### config.mk
export PLATFORM = sky130hd
export DESIGN_NAME = insn_fetch_queue
export DESIGN_NICKNAME = d
export VERILOG_FILES = /design/src/rtl/insn_fetch_queue.sv
export SDC_FILE = /design/constraint.sdc
export NUM_CORES = 1
export LEC_CHECK = 0
export CORE_AREA = 2 2 147 221
export CTS_BUF_LIST = sky130_fd_sc_hd__clkbuf_4 sky130_fd_sc_hd__clkbuf_8 sky130_fd_sc_hd__clkbuf_16
export CTS_CLUSTER_SIZE = 40
export DETAILED_ROUTE_END_ITERATION = 12
export DIE_AREA = 0 0 149 223
export PLACE_DENSITY = 0.94
export SYNTH_ARGS = -nofsm -noshare
export SYNTH_HDL_FRONTEND = slang
export SYNTH_SLANG_ARGS = --single-unit
### constraint.sdc
create_clock -name clk -period 9.1 [get_ports clk]
set_input_delay 1.82 -clock clk [delete_from_list [all_inputs] [get_ports clk]]
set_output_delay 1.82 -clock clk [all_outputs]
set_load 0.05 [all_outputs]
### src/rtl/insn_fetch_queue.sv
// Sequential instruction prefetcher with an in-order word queue and redirect/stale-response dropping.
// Optional FETCH_BYPASS_EN forwards a response straight to insn when the queue is empty.
module insn_fetch_queue #(
    parameter int          DEPTH    = 4,
    parameter logic [31:0] NOP_WORD = 32'h0000_0000
) (
    input  logic        clk,
    input  logic        rst_n,
    input  logic [31:0] fetch_addr,
    output logic [31:0] insn,
    output logic        insn_valid,
    output logic        mem_req,
    output logic [31:0] mem_addr,
    input  logic        mem_gnt,
    input  logic        mem_rvalid,
    input  logic [31:0] mem_rdata
);

    localparam int          PW      = (DEPTH > 1) ? $clog2(DEPTH) : 1;
    localparam int          CW      = $clog2(DEPTH + 1);
    localparam logic [CW:0] DEPTH_W = (CW + 1)'(DEPTH);

    typedef enum logic [1:0] {
        IDLE     = 2'd0,
        FETCH    = 2'd1,
        REDIRECT = 2'd2
    } state_t;

    state_t        state_q, state_d;
    logic [31:0]   addr_q [DEPTH];
    logic [31:0]   addr_d [DEPTH];
    logic [31:0]   data_q [DEPTH];
    logic [31:0]   data_d [DEPTH];
    logic [PW-1:0] wr_ptr_q, wr_ptr_d;
    logic [PW-1:0] rd_ptr_q, rd_ptr_d;
    logic [CW-1:0] count_q, count_d;
    logic [CW-1:0] out_cnt_q, out_cnt_d;
    logic [CW-1:0] drop_cnt_q, drop_cnt_d;
    logic [31:0]   pf_addr_q, pf_addr_d;
    logic [31:0]   resp_addr_q, resp_addr_d;

    logic head_hit;
    logic bypass_hit;
    logic resp_ok;
    logic resp_keep;
    logic in_window;
    logic do_grant;
    logic do_write;

    // An empty window (resp_addr == pf_addr) still accepts fetch_addr == resp_addr,
    // since the next word issued is exactly that address.
    always_comb begin
        resp_ok   = mem_rvalid && (out_cnt_q != '0);
        resp_keep = resp_ok && (drop_cnt_q == '0);
        head_hit  = (state_q == FETCH) && (count_q != '0) && (addr_q[rd_ptr_q] == fetch_addr);
        in_window = ((fetch_addr - resp_addr_q) < (pf_addr_q - resp_addr_q)) ||
                    (fetch_addr == resp_addr_q);
        mem_req   = (state_q == FETCH) && (({1'b0, count_q} + {1'b0, out_cnt_q}) < DEPTH_W);
        mem_addr  = pf_addr_q;
        do_grant  = mem_req && mem_gnt;
    end

`ifdef FETCH_BYPASS_EN
    assign bypass_hit = (state_q == FETCH) && (count_q == '0) && resp_keep &&
                        (resp_addr_q == fetch_addr);
    assign insn       = bypass_hit ? mem_rdata : (head_hit ? data_q[rd_ptr_q] : NOP_WORD);
`else
    assign bypass_hit = 1'b0;
    assign insn       = head_hit ? data_q[rd_ptr_q] : NOP_WORD;
`endif

    assign insn_valid = head_hit || bypass_hit;

    always_comb begin
        state_d     = state_q;
        addr_d      = addr_q;
        data_d      = data_q;
        wr_ptr_d    = wr_ptr_q;
        rd_ptr_d    = rd_ptr_q;
        count_d     = count_q;
        out_cnt_d   = out_cnt_q;
        drop_cnt_d  = drop_cnt_q;
        pf_addr_d   = pf_addr_q;
        resp_addr_d = resp_addr_q;
        do_write    = 1'b0;

        case (state_q)
            IDLE: state_d = FETCH;

            FETCH: begin
                if (!insn_valid && ((count_q != '0) || !in_window)) begin
                    state_d = REDIRECT;
                end
                if (do_grant) begin
                    pf_addr_d = pf_addr_q + 32'd1;
                end
                if (resp_ok) begin
                    if (drop_cnt_q != '0) begin
                        drop_cnt_d = drop_cnt_q - CW'(1);
                    end else begin
                        resp_addr_d = resp_addr_q + 32'd1;
                        do_write    = !bypass_hit;
                    end
                end
                if (do_write) begin
                    addr_d[wr_ptr_q] = resp_addr_q;
                    data_d[wr_ptr_q] = mem_rdata;
                    wr_ptr_d         = wr_ptr_q + PW'(1);
                end
                if (head_hit) begin
                    rd_ptr_d = rd_ptr_q + PW'(1);
                end
                count_d   = count_q + CW'(do_write) - CW'(head_hit);
                out_cnt_d = out_cnt_q + CW'(do_grant) - CW'(resp_ok);
            end

            // Everything still outstanding after this cycle belongs to the old stream.
            REDIRECT: begin
                state_d     = FETCH;
                out_cnt_d   = out_cnt_q - CW'(resp_ok);
                drop_cnt_d  = out_cnt_q - CW'(resp_ok);
                count_d     = '0;
                wr_ptr_d    = '0;
                rd_ptr_d    = '0;
                pf_addr_d   = fetch_addr;
                resp_addr_d = fetch_addr;
            end

            default: state_d = IDLE;
        endcase
    end

    always_ff @(posedge clk or negedge rst_n) begin
        if (!rst_n) begin
            state_q     <= IDLE;
            addr_q      <= '{default: '0};
            data_q      <= '{default: '0};
            wr_ptr_q    <= '0;
            rd_ptr_q    <= '0;
            count_q     <= '0;
            out_cnt_q   <= '0;
            drop_cnt_q  <= '0;
            pf_addr_q   <= '0;
            resp_addr_q <= '0;
        end else begin
            state_q     <= state_d;
            addr_q      <= addr_d;
            data_q      <= data_d;
            wr_ptr_q    <= wr_ptr_d;
            rd_ptr_q    <= rd_ptr_d;
            count_q     <= count_d;
            out_cnt_q   <= out_cnt_d;
            drop_cnt_q  <= drop_cnt_d;
            pf_addr_q   <= pf_addr_d;
            resp_addr_q <= resp_addr_d;
        end
    end

endmodule

# Yosys cells after proc, flatten, opt, wreduce, memory -nomap -nowiden
# Index checks and enable logic that the tools add are counted.
totals:
  ff_bits: 335
  input_bits: 68
  elab_cells: 100
classes:
  addsub: 13
  magnitude_cmp: 5
  n_eq_ne: 11
  muxes: 30
  bitwise_logic: 2
  reduce_logical: 23
ops:
  columns: ["cell", "n"]
  rows:
  - ["$mux W32", 9]
  - ["$bwmux W128", 2]
  - ["$bmux W32 S2", 2]
  - ["$pmux W32 S2", 2]
  - ["$add A32 B1 Y32 const B", 2]
  - ["$demux W32 S2", 1]
  - ["$eq A32 B32 Y1", 2]
  - ["$sub A32 B32 Y32", 2]
  - ["$lt A32 B32 Y1", 1]
  - ["$pmux W3 S2", 3]
  - ["$pmux W2 S2", 3]
  - ["$reduce_bool A3 Y1", 3]
  - ["$sub A3 B1 Y3", 3]
  - ["$ne A2 B2 Y1 const B", 4]
  - ["$reduce_and A2 Y1", 4]
  - ["$logic_and A1 B1 Y1", 7]
  - ["$add A3 B1 Y3", 2]
  - ["$ge A3 B3 Y1 const B", 2]
  - ["$mux W2", 3]
  - ["$mux W3", 2]
  - ["$ne A2 B1 Y1 const B", 3]
  - ["$not A2 Y3", 2]
  - ["$reduce_and A3 Y1", 2]
  - ["$add A2 B1 Y2 const B", 2]
  - ["other kinds (12)", 16]

# Depth between registers and ports, before layout
depth:
  ltp_word: 10
  ltp_mapped: 21
  mapped_depth_nobuf: 21

# Least setup slack after synthesis
# Ideal clock, no wire load.
synth_timing:
  path_kind: "input-to-output"
  startpoint: "input port fetch_addr[24]"
  endpoint: "output port insn[26]"
  arrival_ns: 4.224
  slack_ns: 3.056
  stages: 8
  cell_sequence: "inv_1 > a222oi_1 > o2111ai_1 > or4_1 > or4_4 > buf_6 > buf_6 > nor2b_1"
synth_via:
  elab_chain_len: 3
synth_rtl:
  columns: ["element", "line", "rtl"]
  rows:
  - ["start, declared", "9", "input logic [31:0] fetch_addr,"]
  - ["$eq A32 B32 Y1", "55", "head_hit = (state_q == FETCH) && (count_q != '0) && (addr_q[rd_ptr_q] == fetch_addr);"]
  - ["$logic_and A1 B1 Y1", "55", null]
  - ["$mux W32", "69", "assign insn = head_hit ? data_q[rd_ptr_q] : NOP_WORD;"]
  - ["end, declared", "10", "output logic [31:0] insn,"]
# Every way passes these cells.

# Final worst setup path
layout_timing:
  startpoint: "input port fetch_addr[24]"
  endpoint: "output port insn[24]"
# Same word-level chain as after synthesis.

==> metrics.yaml <==
detailed_routing:
  ant_nets: 0
  drc_errors: 0
  via_count: 16743
  drtIter0Drc: 1261
  dr.pass1.iters: 6
  via_per_inst: 6.676
  wirelength_microns: 57280
  wl_per_cell_microns: 22.84
clock_tree:
  htreeDepth: 2
  ctsResizeCount: 0
  cts_hold_buf: 0
  cts_tree: "built"
  clock_sinks: 335
  cts_inserted_buffers: 35
  postCtsSetupRepairBufs: 0
  cts.path.max_buffers: 3
  cts.clk_slew.worst_paths_ns: 0.06
  clock_latency_ns: 0.54
  cts_root_buf: "clkbuf_16"
synth:
  synth-seq-area-share: 0.4147
  syn_avg_cell_area_sq_um: 10.15
  synthArstFlopShare: 1.000
  synth_cell_type_count: 75
  syn_inst: 1991
  yosys_warnings: 0
  synth_nets: 2176
  synthFlopType: "dfrtp_1"
  synth_area_sq_um: 20220
  synth_seq_cells: 335
  synth_edf_count: 0
floorplanning:
  io_pins: 134
  coreArea_sq_um: 31430
  rows: 80
  start_util: 0.6432
  die-area_sq_um: 33230
  fp.dieW_microns: 149
  die_y_microns: 223
timing:
  setup-violations-final: 0
  finalCritPeriodShare: 0.8428
  slew_headroom: 0.1771
  rsz0062_at_grt: "false"
  hold-worst-slack_ns: 0.4786
  worstMarginPinSlew_ns: 1.231
  slew_viol_final: 0
  fin_tns_setup_ns: 0
  hold_viol: 0
  max_freq_ghz: 0.1304
  fin_crit_ns: 7.670
  fin_skew_ns: 0.02436
power:
  max-vdd-ir-drop_mv: 0.1838
  p_int_w: 0.004450
  p_leak_nw: 10.10
  p_per_area_nw_per_um2: 341.4
  switchingPower_w: 0.003380
  comb_power_share: 0.524
  seq_power_share: 0.289
  p_clk_frac: 0.187
  p_total_w: 0.007831
  netSwitchingFraction: 0.4317
layout:
  drive_gt1_frac: 0.1335
  diodes: 0
  area_growth_pct: 13.45
  fin_nets: 2261
global_routing:
  grt_usage: 0.3475
  grt_pass1_vias: 17348
  antenna_found_initial: 0
  grt_pass1_wl_microns: 90940
  grt-ovfl-total: 0
  grt_max_degree: 137
critical_path:
  arrival_ns: 5.85
  path_common_cell: "clkdlybuf4s50_1"
  crit_path_max_incr_delay_ns: 0.85
  crit_fanout: 40
  crit_buf_inv: 3
  worstSetupStartpointType: "input pin"
  critical-path-top-delay-family: "buffers and inverters"
  critPathKind: "in -> out"
  cp_cell_sequence: "clkdlybuf4s50_1 > inv_1 > a222oi_1 > o2111ai_1 > or4_1 > or4_4 > nor2b_1 > clkdlybuf4s50_1"
  end_kind: "output port"
  crit_required_ns: 7.28
  cpMaxStageDelayCell: "clkdlybuf4s50_1"
placement:
  place_congestion: 1.019
  portBuffers: 133
  dpl.hpwl_microns: 40090
outcome:
  outcome: "finished, final reports clean"
job:
  cap_violations: 0
min_path:
  hold_class: "reg -> reg"
synth_stat cells (6+ instances only):
cell      instances  area share
nand4_1          21      0.0065
a211oi_1         19      0.0071
dfrtp_1         335        0.41
o22ai_1          29      0.0090
buf_6             6      0.0033
o211ai_1          9      0.0033
nand3_1          56       0.014
nor3_1           36      0.0089
xor2_1           22      0.0095
a311oi_1         10      0.0043
xnor2_1          60       0.026
and3_1           17      0.0053
nand2b_1         12      0.0037
nor4_1            8      0.0025
nand2_1         206       0.038
inv_1            76       0.014
mux2i_1          28       0.014
clkbuf_1         51      0.0095
a41oi_1           6      0.0026
nor2b_1          44       0.014
mux4_2           48       0.053
a21oi_1         107       0.026
or3_1             7      0.0022
a22oi_1          19      0.0071
ha_1            113       0.070
buf_1            34      0.0063
o21bai_1          7      0.0026
o21ai_0         221       0.055
a221o_1          20      0.0099
nor2_1           79       0.015
a31oi_1          23      0.0071
o21a_1           13      0.0048
mux4_1            7      0.0091
and2_1            8      0.0025
mux2_2          136       0.076
a21o_1           27       0.010
stage by stage:
stage               area, sq um  instances    util  worst slack (ns)
detailed placement        21780       2449  0.6929             1.650
global placement          21780       2449  0.6929             1.837
finish                    22930       2508  0.7297             1.430
floorplan                 20220       1991       -             3.056
CTS                       22930       2508  0.7297             1.560
global route              22930       2508  0.7297             1.425
final timing paths:
| check | from | end | slack [ns] | cells past startpoint |
|---|---|---|---|---|
| max in group asynchronous | rst_n | rd_ptr_q[1] | 5.85 | 2 |
| min in group asynchronous | rst_n | resp_addr_q[28] | 1.45 | 1 |
| hold reg to reg | addr_q[85] | addr_q[85] | 0.48 | 2 |
| setup reg to reg | resp_addr_q[16] | state_q[0] | 3.21 | 17 |
| hold / removal | addr_q[85] | addr_q[85] | 0.48 | 2 |
| setup / recovery | fetch_addr[24] | insn[24] | 1.43 | 8 |
cell families (layout without fill, tap and decap cells):
group	after synthesis	in the layout	share of synthesized area
AO/OA/AOI/OAI	550	550	0.1674
XOR/XNOR	83	83	0.03633
adder cells (fa/ha/maj)	117	117	0.07390
buffers and inverters	177	284	0.03726
flip-flops	335	335	0.4147
multiplexers	219	219	0.1522
AND/OR/NAND/NOR	510	510	0.1183
power groups by stage:
stage / logic [W] / clock network (W) / registers (W)
2_1_floorplan: 0.00284 / 0 / 0.00226
3_3_place_gp: 0.00382 / 0 / 0.00222
3_5_place_dp: 0.00398 / 0 / 0.00227
4_1_cts: 0.00403 / 0.00148 / 0.00225
5_1_grt: 0.00449 / 0.00153 / 0.00231
6_report: 0.00410 / 0.00146 / 0.00227
sequential cells by signal, indices dropped and copies added (netlist names):
register     cells
data_q         128
mem_addr        32
resp_addr_q     32
count_q          3
wr_ptr_q         2
state_q          2
out_cnt_q        3
addr_q         128
rd_ptr_q         2
drop_cnt_q       3
routing by layer:
layer	share of wire	GRT usage	up-vias
met5	0	0	-
met4	0.075	0.2424	0
met3	0.072	0.06176	246
met2	0.49	0.5805	796
met1	0.36	0.4032	8198
li1	-	-	7503
cell type report:
class	instances	area (sq um)
Clock buffer	48	1017
Timing Repair Buffer	149	1456
Clock inverter	11	138.9
Fill cell	2121	8496
Sequential cell	335	8391
Inverter	76	285.3
Tap cell	410	513.0
Multi-Input combinational cell	1479	11130
cells in the final DEF (no fill, tap or decap), types with 8 or more instances in the layout:
cell             netlist  routed
a211oi_1              19      19
a21o_1                27      27
a21oi_1              107     107
a221o_1               20      20
a22oi_1               19      19
a311oi_1              10      10
a31oi_1               23      23
and2_1                 8       8
and3_1                17      17
buf_4                  4      16
clkbuf_16              0      35
clkdlybuf4s50_1        0     132
dfrtp_1              335     333
ha_1                 113     112
inv_1                 76      76
mux2_2               136     136
mux2i_1               28      28
mux4_2                48      48
nand2_1              206     206
nand2b_1              12      12
nand3_1               56      52
nand4_1               21      21
nor2_1                79      79
nor2b_1               44      44
nor3_1                36      36
nor4_1                 8       8
o211ai_1               9       9
o21a_1                13      13
o21ai_0              221     221
o22ai_1               29      29
xnor2_1               60      60
xor2_1                22      22
worst reg2reg max path: stages, from the launching register on:
cell and delay, ns:
dfrtp_1 0.43, inv_1 0.24, ha_1 0.37, o21a_1 0.22, a2111oi_0 0.78, nor2_1 0.13
o221ai_1 0.32, a21oi_1 0.16, o31ai_1 0.45, or4b_2 0.64, o311a_1 0.17, ha_1 0.28
nand4_1 0.15, nor4_1 0.38, nand3_1 0.11, o21ai_0 0.44, a31oi_1 0.18, o32ai_1 0.33
Note: power is estimated with default switching activity, not from simulation.
